$ cat src/rtl/mips_multicycle_ctrl_if.sv
// Control/status bundle between the multi-cycle MIPS controller (master)
// and the datapath / shared-memory side (slave).
interface mips_multicycle_ctrl_if #(
    parameter int PERF_W = 32
);
    logic [5:0]        opcode;
    logic              alu_zero;
    logic              mem_ready;
    logic              mem_req;
    logic              mem_we;
    logic              mem_addr_sel;
    logic              ir_write;
    logic              pc_write;
    logic              pc_src;
    logic [1:0]        alu_src_b;
    logic              reg_write;
    logic [1:0]        wb_sel;
    logic              illegal_op;
    logic              bus_error;
    logic              halted;
    logic [PERF_W-1:0] instr_retired;

    modport master (
        input  opcode, alu_zero, mem_ready,
        output mem_req, mem_we, mem_addr_sel, ir_write, pc_write, pc_src,
               alu_src_b, reg_write, wb_sel, illegal_op, bus_error, halted,
               instr_retired
    );

    modport slave (
        output opcode, alu_zero, mem_ready,
        input  mem_req, mem_we, mem_addr_sel, ir_write, pc_write, pc_src,
               alu_src_b, reg_write, wb_sel, illegal_op, bus_error, halted,
               instr_retired
    );
endinterface

$ cat src/rtl/mips_multicycle_ctrl.sv
// Multi-cycle MIPS control sequencer with memory wait-state timeout.
// Optional retired-instruction counter enabled by MIPS_CTRL_PERF_EN.
module mips_multicycle_ctrl #(
    parameter int MAX_WAIT = 15,
    parameter int PERF_W   = 32
) (
    input  logic                   clk,
    input  logic                   resetn,
    mips_multicycle_ctrl_if.master bus
);
    localparam logic [5:0] OP_ALU  = 6'b000001;
    localparam logic [5:0] OP_LI   = 6'b100100;
    localparam logic [5:0] OP_LW   = 6'b100011;
    localparam logic [5:0] OP_SW   = 6'b101011;
    localparam logic [5:0] OP_BEQ  = 6'b000100;
    localparam logic [5:0] OP_HALT = 6'b111111;

    typedef enum logic [2:0] {
        S_BOOT, S_FETCH, S_DECODE, S_EXEC, S_MEM, S_WB, S_HALT
    } state_t;

    state_t     state_q, state_d;
    logic [7:0] wait_q, wait_d;
    logic       bus_error_q;
    logic       retire, timeout, wait_hit;

    logic       mem_req, mem_we, mem_addr_sel, ir_write, pc_write, pc_src;
    logic [1:0] alu_src_b, wb_sel;
    logic       reg_write, illegal_op, halted;

    assign wait_hit = (wait_q == 8'(MAX_WAIT));

    always_comb begin
        state_d      = state_q;
        mem_req      = 1'b0;
        mem_we       = 1'b0;
        mem_addr_sel = 1'b0;
        ir_write     = 1'b0;
        pc_write     = 1'b0;
        pc_src       = 1'b0;
        alu_src_b    = 2'b00;
        reg_write    = 1'b0;
        wb_sel       = 2'b00;
        illegal_op   = 1'b0;
        halted       = 1'b0;
        retire       = 1'b0;
        timeout      = 1'b0;
        case (state_q)
            S_BOOT: state_d = S_FETCH;
            S_FETCH: begin
                // A ready arriving on the timeout cycle still completes normally.
                if (bus.mem_ready) begin
                    mem_req   = 1'b1;
                    ir_write  = 1'b1;
                    pc_write  = 1'b1;
                    alu_src_b = 2'b01;
                    state_d   = S_DECODE;
                end else if (wait_hit) begin
                    timeout = 1'b1;
                    state_d = S_HALT;
                end else begin
                    mem_req = 1'b1;
                end
            end
            S_DECODE: begin
                case (bus.opcode)
                    OP_ALU, OP_LW, OP_SW, OP_BEQ: state_d = S_EXEC;
                    OP_LI:   state_d = S_WB;
                    OP_HALT: begin
                        retire  = 1'b1;
                        state_d = S_HALT;
                    end
                    default: begin
                        illegal_op = 1'b1;
                        state_d    = S_FETCH;
                    end
                endcase
            end
            S_EXEC: begin
                case (bus.opcode)
                    OP_ALU: state_d = S_WB;
                    OP_LW, OP_SW: begin
                        alu_src_b = 2'b10;
                        state_d   = S_MEM;
                    end
                    OP_BEQ: begin
                        pc_write = bus.alu_zero;
                        pc_src   = 1'b1;
                        retire   = 1'b1;
                        state_d  = S_FETCH;
                    end
                    default: state_d = S_FETCH;
                endcase
            end
            S_MEM: begin
                mem_addr_sel = 1'b1;
                mem_we       = (bus.opcode == OP_SW);
                if (bus.mem_ready) begin
                    mem_req = 1'b1;
                    if (bus.opcode == OP_SW) begin
                        retire  = 1'b1;
                        state_d = S_FETCH;
                    end else begin
                        state_d = S_WB;
                    end
                end else if (wait_hit) begin
                    timeout = 1'b1;
                    state_d = S_HALT;
                end else begin
                    mem_req = 1'b1;
                end
            end
            S_WB: begin
                reg_write = 1'b1;
                retire    = 1'b1;
                state_d   = S_FETCH;
                case (bus.opcode)
                    OP_LW:   wb_sel = 2'b01;
                    OP_LI:   wb_sel = 2'b10;
                    default: wb_sel = 2'b00;
                endcase
            end
            S_HALT:  halted = 1'b1;
            default: state_d = S_BOOT;
        endcase
    end

    // Wait counter restarts whenever the access completes or the state moves on.
    always_comb begin
        wait_d = wait_q;
        if ((state_d != state_q) || bus.mem_ready) begin
            wait_d = 8'd0;
        end else if (mem_req) begin
            wait_d = wait_q + 8'd1;
        end
    end

    always_ff @(posedge clk or negedge resetn) begin
        if (!resetn) begin
            state_q     <= S_BOOT;
            wait_q      <= 8'd0;
            bus_error_q <= 1'b0;
        end else begin
            state_q <= state_d;
            wait_q  <= wait_d;
            if (timeout) begin
                bus_error_q <= 1'b1;
            end
        end
    end

    assign bus.mem_req      = mem_req;
    assign bus.mem_we       = mem_we;
    assign bus.mem_addr_sel = mem_addr_sel;
    assign bus.ir_write     = ir_write;
    assign bus.pc_write     = pc_write;
    assign bus.pc_src       = pc_src;
    assign bus.alu_src_b    = alu_src_b;
    assign bus.reg_write    = reg_write;
    assign bus.wb_sel       = wb_sel;
    assign bus.illegal_op   = illegal_op;
    assign bus.halted       = halted;
    assign bus.bus_error    = bus_error_q;

`ifdef MIPS_CTRL_PERF_EN
    logic [PERF_W-1:0] retired_q;

    always_ff @(posedge clk or negedge resetn) begin
        if (!resetn) begin
            retired_q <= '0;
        end else if (retire) begin
            retired_q <= retired_q + {{(PERF_W-1){1'b0}}, 1'b1};
        end
    end

    assign bus.instr_retired = retired_q;
`else
    logic unused_retire;
    assign unused_retire     = retire;
    assign bus.instr_retired = {PERF_W{1'b0}};
`endif
endmodule
$ cat src/flat_wrapper.sv
// flat-port wrapper written by rule: the top's interface ports become plain ports
module mips_multicycle_ctrl_flat 
#(
    parameter int MAX_WAIT = 15,
    parameter int PERF_W   = 32
)
  (clk, resetn, bus_opcode, bus_alu_zero, bus_mem_ready, bus_mem_req, bus_mem_we, bus_mem_addr_sel, bus_ir_write, bus_pc_write, bus_pc_src, bus_alu_src_b, bus_reg_write, bus_wb_sel, bus_illegal_op, bus_bus_error, bus_halted, bus_instr_retired);
  mips_multicycle_ctrl_if #(.PERF_W(PERF_W)) bus_i ();
  input  logic clk;
  input  logic resetn;
  input wire logic [$bits(bus_i.opcode)-1:0] bus_opcode;
  input wire logic [$bits(bus_i.alu_zero)-1:0] bus_alu_zero;
  input wire logic [$bits(bus_i.mem_ready)-1:0] bus_mem_ready;
  output wire logic [$bits(bus_i.mem_req)-1:0] bus_mem_req;
  output wire logic [$bits(bus_i.mem_we)-1:0] bus_mem_we;
  output wire logic [$bits(bus_i.mem_addr_sel)-1:0] bus_mem_addr_sel;
  output wire logic [$bits(bus_i.ir_write)-1:0] bus_ir_write;
  output wire logic [$bits(bus_i.pc_write)-1:0] bus_pc_write;
  output wire logic [$bits(bus_i.pc_src)-1:0] bus_pc_src;
  output wire logic [$bits(bus_i.alu_src_b)-1:0] bus_alu_src_b;
  output wire logic [$bits(bus_i.reg_write)-1:0] bus_reg_write;
  output wire logic [$bits(bus_i.wb_sel)-1:0] bus_wb_sel;
  output wire logic [$bits(bus_i.illegal_op)-1:0] bus_illegal_op;
  output wire logic [$bits(bus_i.bus_error)-1:0] bus_bus_error;
  output wire logic [$bits(bus_i.halted)-1:0] bus_halted;
  output wire logic [$bits(bus_i.instr_retired)-1:0] bus_instr_retired;
  assign bus_i.opcode = bus_opcode;
  assign bus_i.alu_zero = bus_alu_zero;
  assign bus_i.mem_ready = bus_mem_ready;
  assign bus_mem_req = bus_i.mem_req;
  assign bus_mem_we = bus_i.mem_we;
  assign bus_mem_addr_sel = bus_i.mem_addr_sel;
  assign bus_ir_write = bus_i.ir_write;
  assign bus_pc_write = bus_i.pc_write;
  assign bus_pc_src = bus_i.pc_src;
  assign bus_alu_src_b = bus_i.alu_src_b;
  assign bus_reg_write = bus_i.reg_write;
  assign bus_wb_sel = bus_i.wb_sel;
  assign bus_illegal_op = bus_i.illegal_op;
  assign bus_bus_error = bus_i.bus_error;
  assign bus_halted = bus_i.halted;
  assign bus_instr_retired = bus_i.instr_retired;
  mips_multicycle_ctrl #(.MAX_WAIT(MAX_WAIT), .PERF_W(PERF_W)) u_core (.clk(clk), .resetn(resetn), .bus(bus_i));
endmodule
$ cat config.mk
export PLATFORM = sky130hd
export DESIGN_NAME = mips_multicycle_ctrl_flat
export DESIGN_NICKNAME = d
export VERILOG_FILES = /design/src/rtl/mips_multicycle_ctrl_if.sv /design/src/rtl/mips_multicycle_ctrl.sv /design/src/flat_wrapper.sv
export SDC_FILE = /design/constraint.sdc
export NUM_CORES = 1
export LEC_CHECK = 0
export BUFFER_PORTS_ARGS = -buffer_cell sky130_fd_sc_hd__buf_2
export CAP_MARGIN = 20
export CORE_MARGIN = 2
export CORE_UTILIZATION = 39
export DETAILED_ROUTE_END_ITERATION = 8
export PLACE_DENSITY = 0.7
export REMOVE_ABC_BUFFERS = 1
export SLEW_MARGIN = 30
export SYNTH_ARGS = -nofsm -noshare
export SYNTH_HDL_FRONTEND = slang
export SYNTH_SLANG_ARGS = --single-unit
$ cat constraint.sdc
create_clock -name clk -period 2.5 [get_ports clk]
set_clock_uncertainty 0.05 [all_clocks]
set_input_delay 0.5 -clock clk [delete_from_list [all_inputs] [get_ports clk]]
set_output_delay 0.5 -clock clk [all_outputs]
set_load 0.05 [all_outputs]
==> summary.txt <==
Ys Warns = 0
Max clock buf depth = 2
RSZ-0062 raised after global routing = no
Seq/Total Area, Yosys = 0.231
Starting Density = 0.419
area of the die = 3810 sq um
CTS tree = done
Clk pin slew, worst setup/hold paths = 0.08 ns
largest net degree at the start of global routing = 13
Final min period = 2.38 ns
Critical Path Fanout Max = 7
Critical R2R Launch = u_core.wait_q[0]
Placement Setup Slack = 0.124 ns
first-pass GRT wire length = 4110 um
layout cells sized above 1 = 0.242
Die W = 61.7 um
fin cells = 222
Fillers = 327
DRT Wirelength = 2670 um
worst path required time = 1.95 ns
DP HPWL = 2000 um
commonest non-fill, non-tap cell in the layout = conb_1
final setup margin = 0.124 ns
placed instance count = 218
critical path data arrival time = 1.83 ns
crit path kind = input port to output pin
Lkg Pwr = 0.626 nW
worst reg2reg endpoint = u_core.wait_q[3]
clk root buf = clkbuf_4
DR iter-0 viols = 35
GRT Total Usage = 0.146
Die Height = 61.7 um
DP Area = 1340 sq um
final core occ = 0.445
Area Overhead vs Synth = 6.26%
final instance area = 1380 sq um
total global routing overflow = 0
n_diodes = 0
Final Setup Violations = 0
Core Footprint = 3100 sq um
Clock Latency Late Sink = 0.29 ns
CP endpoint kind = output pin
PD cells = 511 nW/um^2
RePlAce Congestion = 0.867
total CTS buffers = 3
status = finished, final reports clean
Seq cells post-synth = 12
# Max-Cap Violations = 0
Post-Syn Instances = 155
I/O Pins = 56
Syn Area/Cell = 8.39 sq um
Rows = 20
Post-Synthesis Cell Area = 1300 sq um
initial antenna violation count = 0
vias per cell = 4.88
Nets = 190
Slew Limit Fails = 0
period utilization = 0.950
clk sinks = 12
Post-CTS Setup Bufs = 0
Max Freq = 0.421 GHz
# DRC = 0
Via Count = 1083
register-to-register setup slack = 0.42 ns
most frequent cells in the layout = conb_1, buf_2, nor3_1, dfrtp_1
1st-pass router iterations = 4
Worst setup SP type = input port
vias in the first global route = 873
VDD IR-drop max = 0.278 mV
count of different cell masters after synthesis = 51
Detail Route Antenna Nets = 0
htree depth = 1
Fin. Hold Viols = 0
port bufs = 23
HP Class = input port to asynchronous set/reset pin
average wire per standard cell = 12.0 um
R2R depth = 5
## per-layer routing
| layer | global-route usage | part of all wire | vias to the layer above |
|---|---|---|---|
| met5 | 0 | 0 | - |
| met4 | 0.0456 | 0.011 | 0 |
| met3 | 0.0373 | 0.040 | 5 |
| met2 | 0.227 | 0.51 | 30 |
| met1 | 0.198 | 0.44 | 505 |
| li1 | - | - | 543 |
## cells by family (layout without fill, tap and decap cells)
logic type               Yosys count  in the layout  synth area share
flip-flops                        12             12             0.231
buffers and inverters             43             35             0.225
AO/OA/AOI/OAI                     33             33             0.215
other                              1             32           0.00288
AND/OR/NAND/NOR                   61             61             0.284
adder cells (fa/ha/maj)            1              1           0.00962
XOR/XNOR                           4              4            0.0327
## registers in the layout (all words and copies together) (netlist names)
register and count:
u_core.state_q 3, u_core.wait_q 8, u_core.bus.bus_error 1
## worst max-delay path by stage
stage,startpoint,depth (start not counted),endpoint
final,bus_opcode[1],5,bus_pc_write
after global routing,bus_opcode[1],5,bus_pc_write
after CTS,u_core.state_q[0],5,bus_pc_write
after detailed placement,bus_opcode[1],5,bus_pc_write
after global placement,bus_opcode[1],5,bus_pc_write
after floorplan,bus_opcode[1],3,bus_pc_write
## synthesized netlist by cell type (all sizes together)
| master | n | area [sq um] |
|---|---|---|
| a2111oi | 3 | 51.3 |
| a211o | 1 | 8.76 |
| a211oi | 2 | 15.0 |
| a21o | 2 | 15.0 |
| a21oi | 3 | 15.0 |
| a31oi | 2 | 12.5 |
| a32oi | 1 | 27.5 |
| and2 | 2 | 12.5 |
| and3 | 1 | 6.26 |
| and3b | 1 | 8.76 |
| and4 | 1 | 8.76 |
| buf | 36 | 267 |
| clkbuf | 3 | 11.3 |
| conb | 1 | 3.75 |
| dfrtp | 12 | 300 |
| ha | 1 | 12.5 |
| inv | 4 | 15.0 |
| nand2 | 5 | 18.8 |
| nand2b | 3 | 18.8 |
| nand3 | 4 | 20.0 |
| nand4 | 4 | 25.0 |
| nor2 | 8 | 30.0 |
| nor2b | 2 | 12.5 |
| nor3 | 12 | 76.3 |
| nor3b | 2 | 15.0 |
| nor4 | 3 | 18.8 |
| nor4b | 1 | 8.76 |
| o2111ai | 1 | 8.76 |
| o211ai | 1 | 7.51 |
| o21a | 2 | 22.5 |
| o21ai | 8 | 40.0 |
| o21bai | 2 | 15.0 |
| o31a | 1 | 8.76 |
| o31ai | 3 | 22.5 |
| o41ai | 1 | 8.76 |
| or2 | 2 | 12.5 |
| or2b | 1 | 7.51 |
| or3 | 4 | 25.0 |
| or3b | 2 | 17.5 |
| or4 | 3 | 26.3 |
| xnor2 | 4 | 42.6 |
## through the flow
| step | power, mW | setup TNS [ns] | hold slack (ns) |
|---|---|---|---|
| floorplan | 0.473 | -1.90 | 0.154 |
| global placement | 0.544 | 0 | 0.344 |
| detailed placement | 0.544 | 0 | 0.352 |
| CTS | 0.710 | 0 | 0.0325 |
| global route | 0.744 | 0 | 0.0355 |
| finish | 0.706 | 0 | 0.0239 |
## power by group
group | leakage (nW) | internal, mW | switching (mW)
sequential | 0.160 | 0.202 | 0.0174
combinational | 0.445 | 0.0681 | 0.256
clock | 0.0210 | 0.0890 | 0.0731
total | 0.626 | 0.359 | 0.347
## area by class of cell
class	count	area (sq um)	share of cell area
multi-input combinational	131	827	0.599
sequential	12	303	0.219
timing repair buffer	27	145	0.105
tap	44	55.1	0.0399
clock buffer	4	36.3	0.0263
inverter	4	15.0	0.0109
## timing repair
| action | CTS | global route |
|---|---|---|
| resized for setup | 0 | 3 |
| hold buffers | 0 | 0 |
| endpoints found under the setup margin | 0 | 4 |
## worst max-delay path, cell delays in order
cell and delay, ns:
buf_2 0.13, or4_1 0.56, nor3_1 0.25, a21o_1 0.14
buf_2 0.25
No activity file was read; power rests on OpenSTA's default activity.
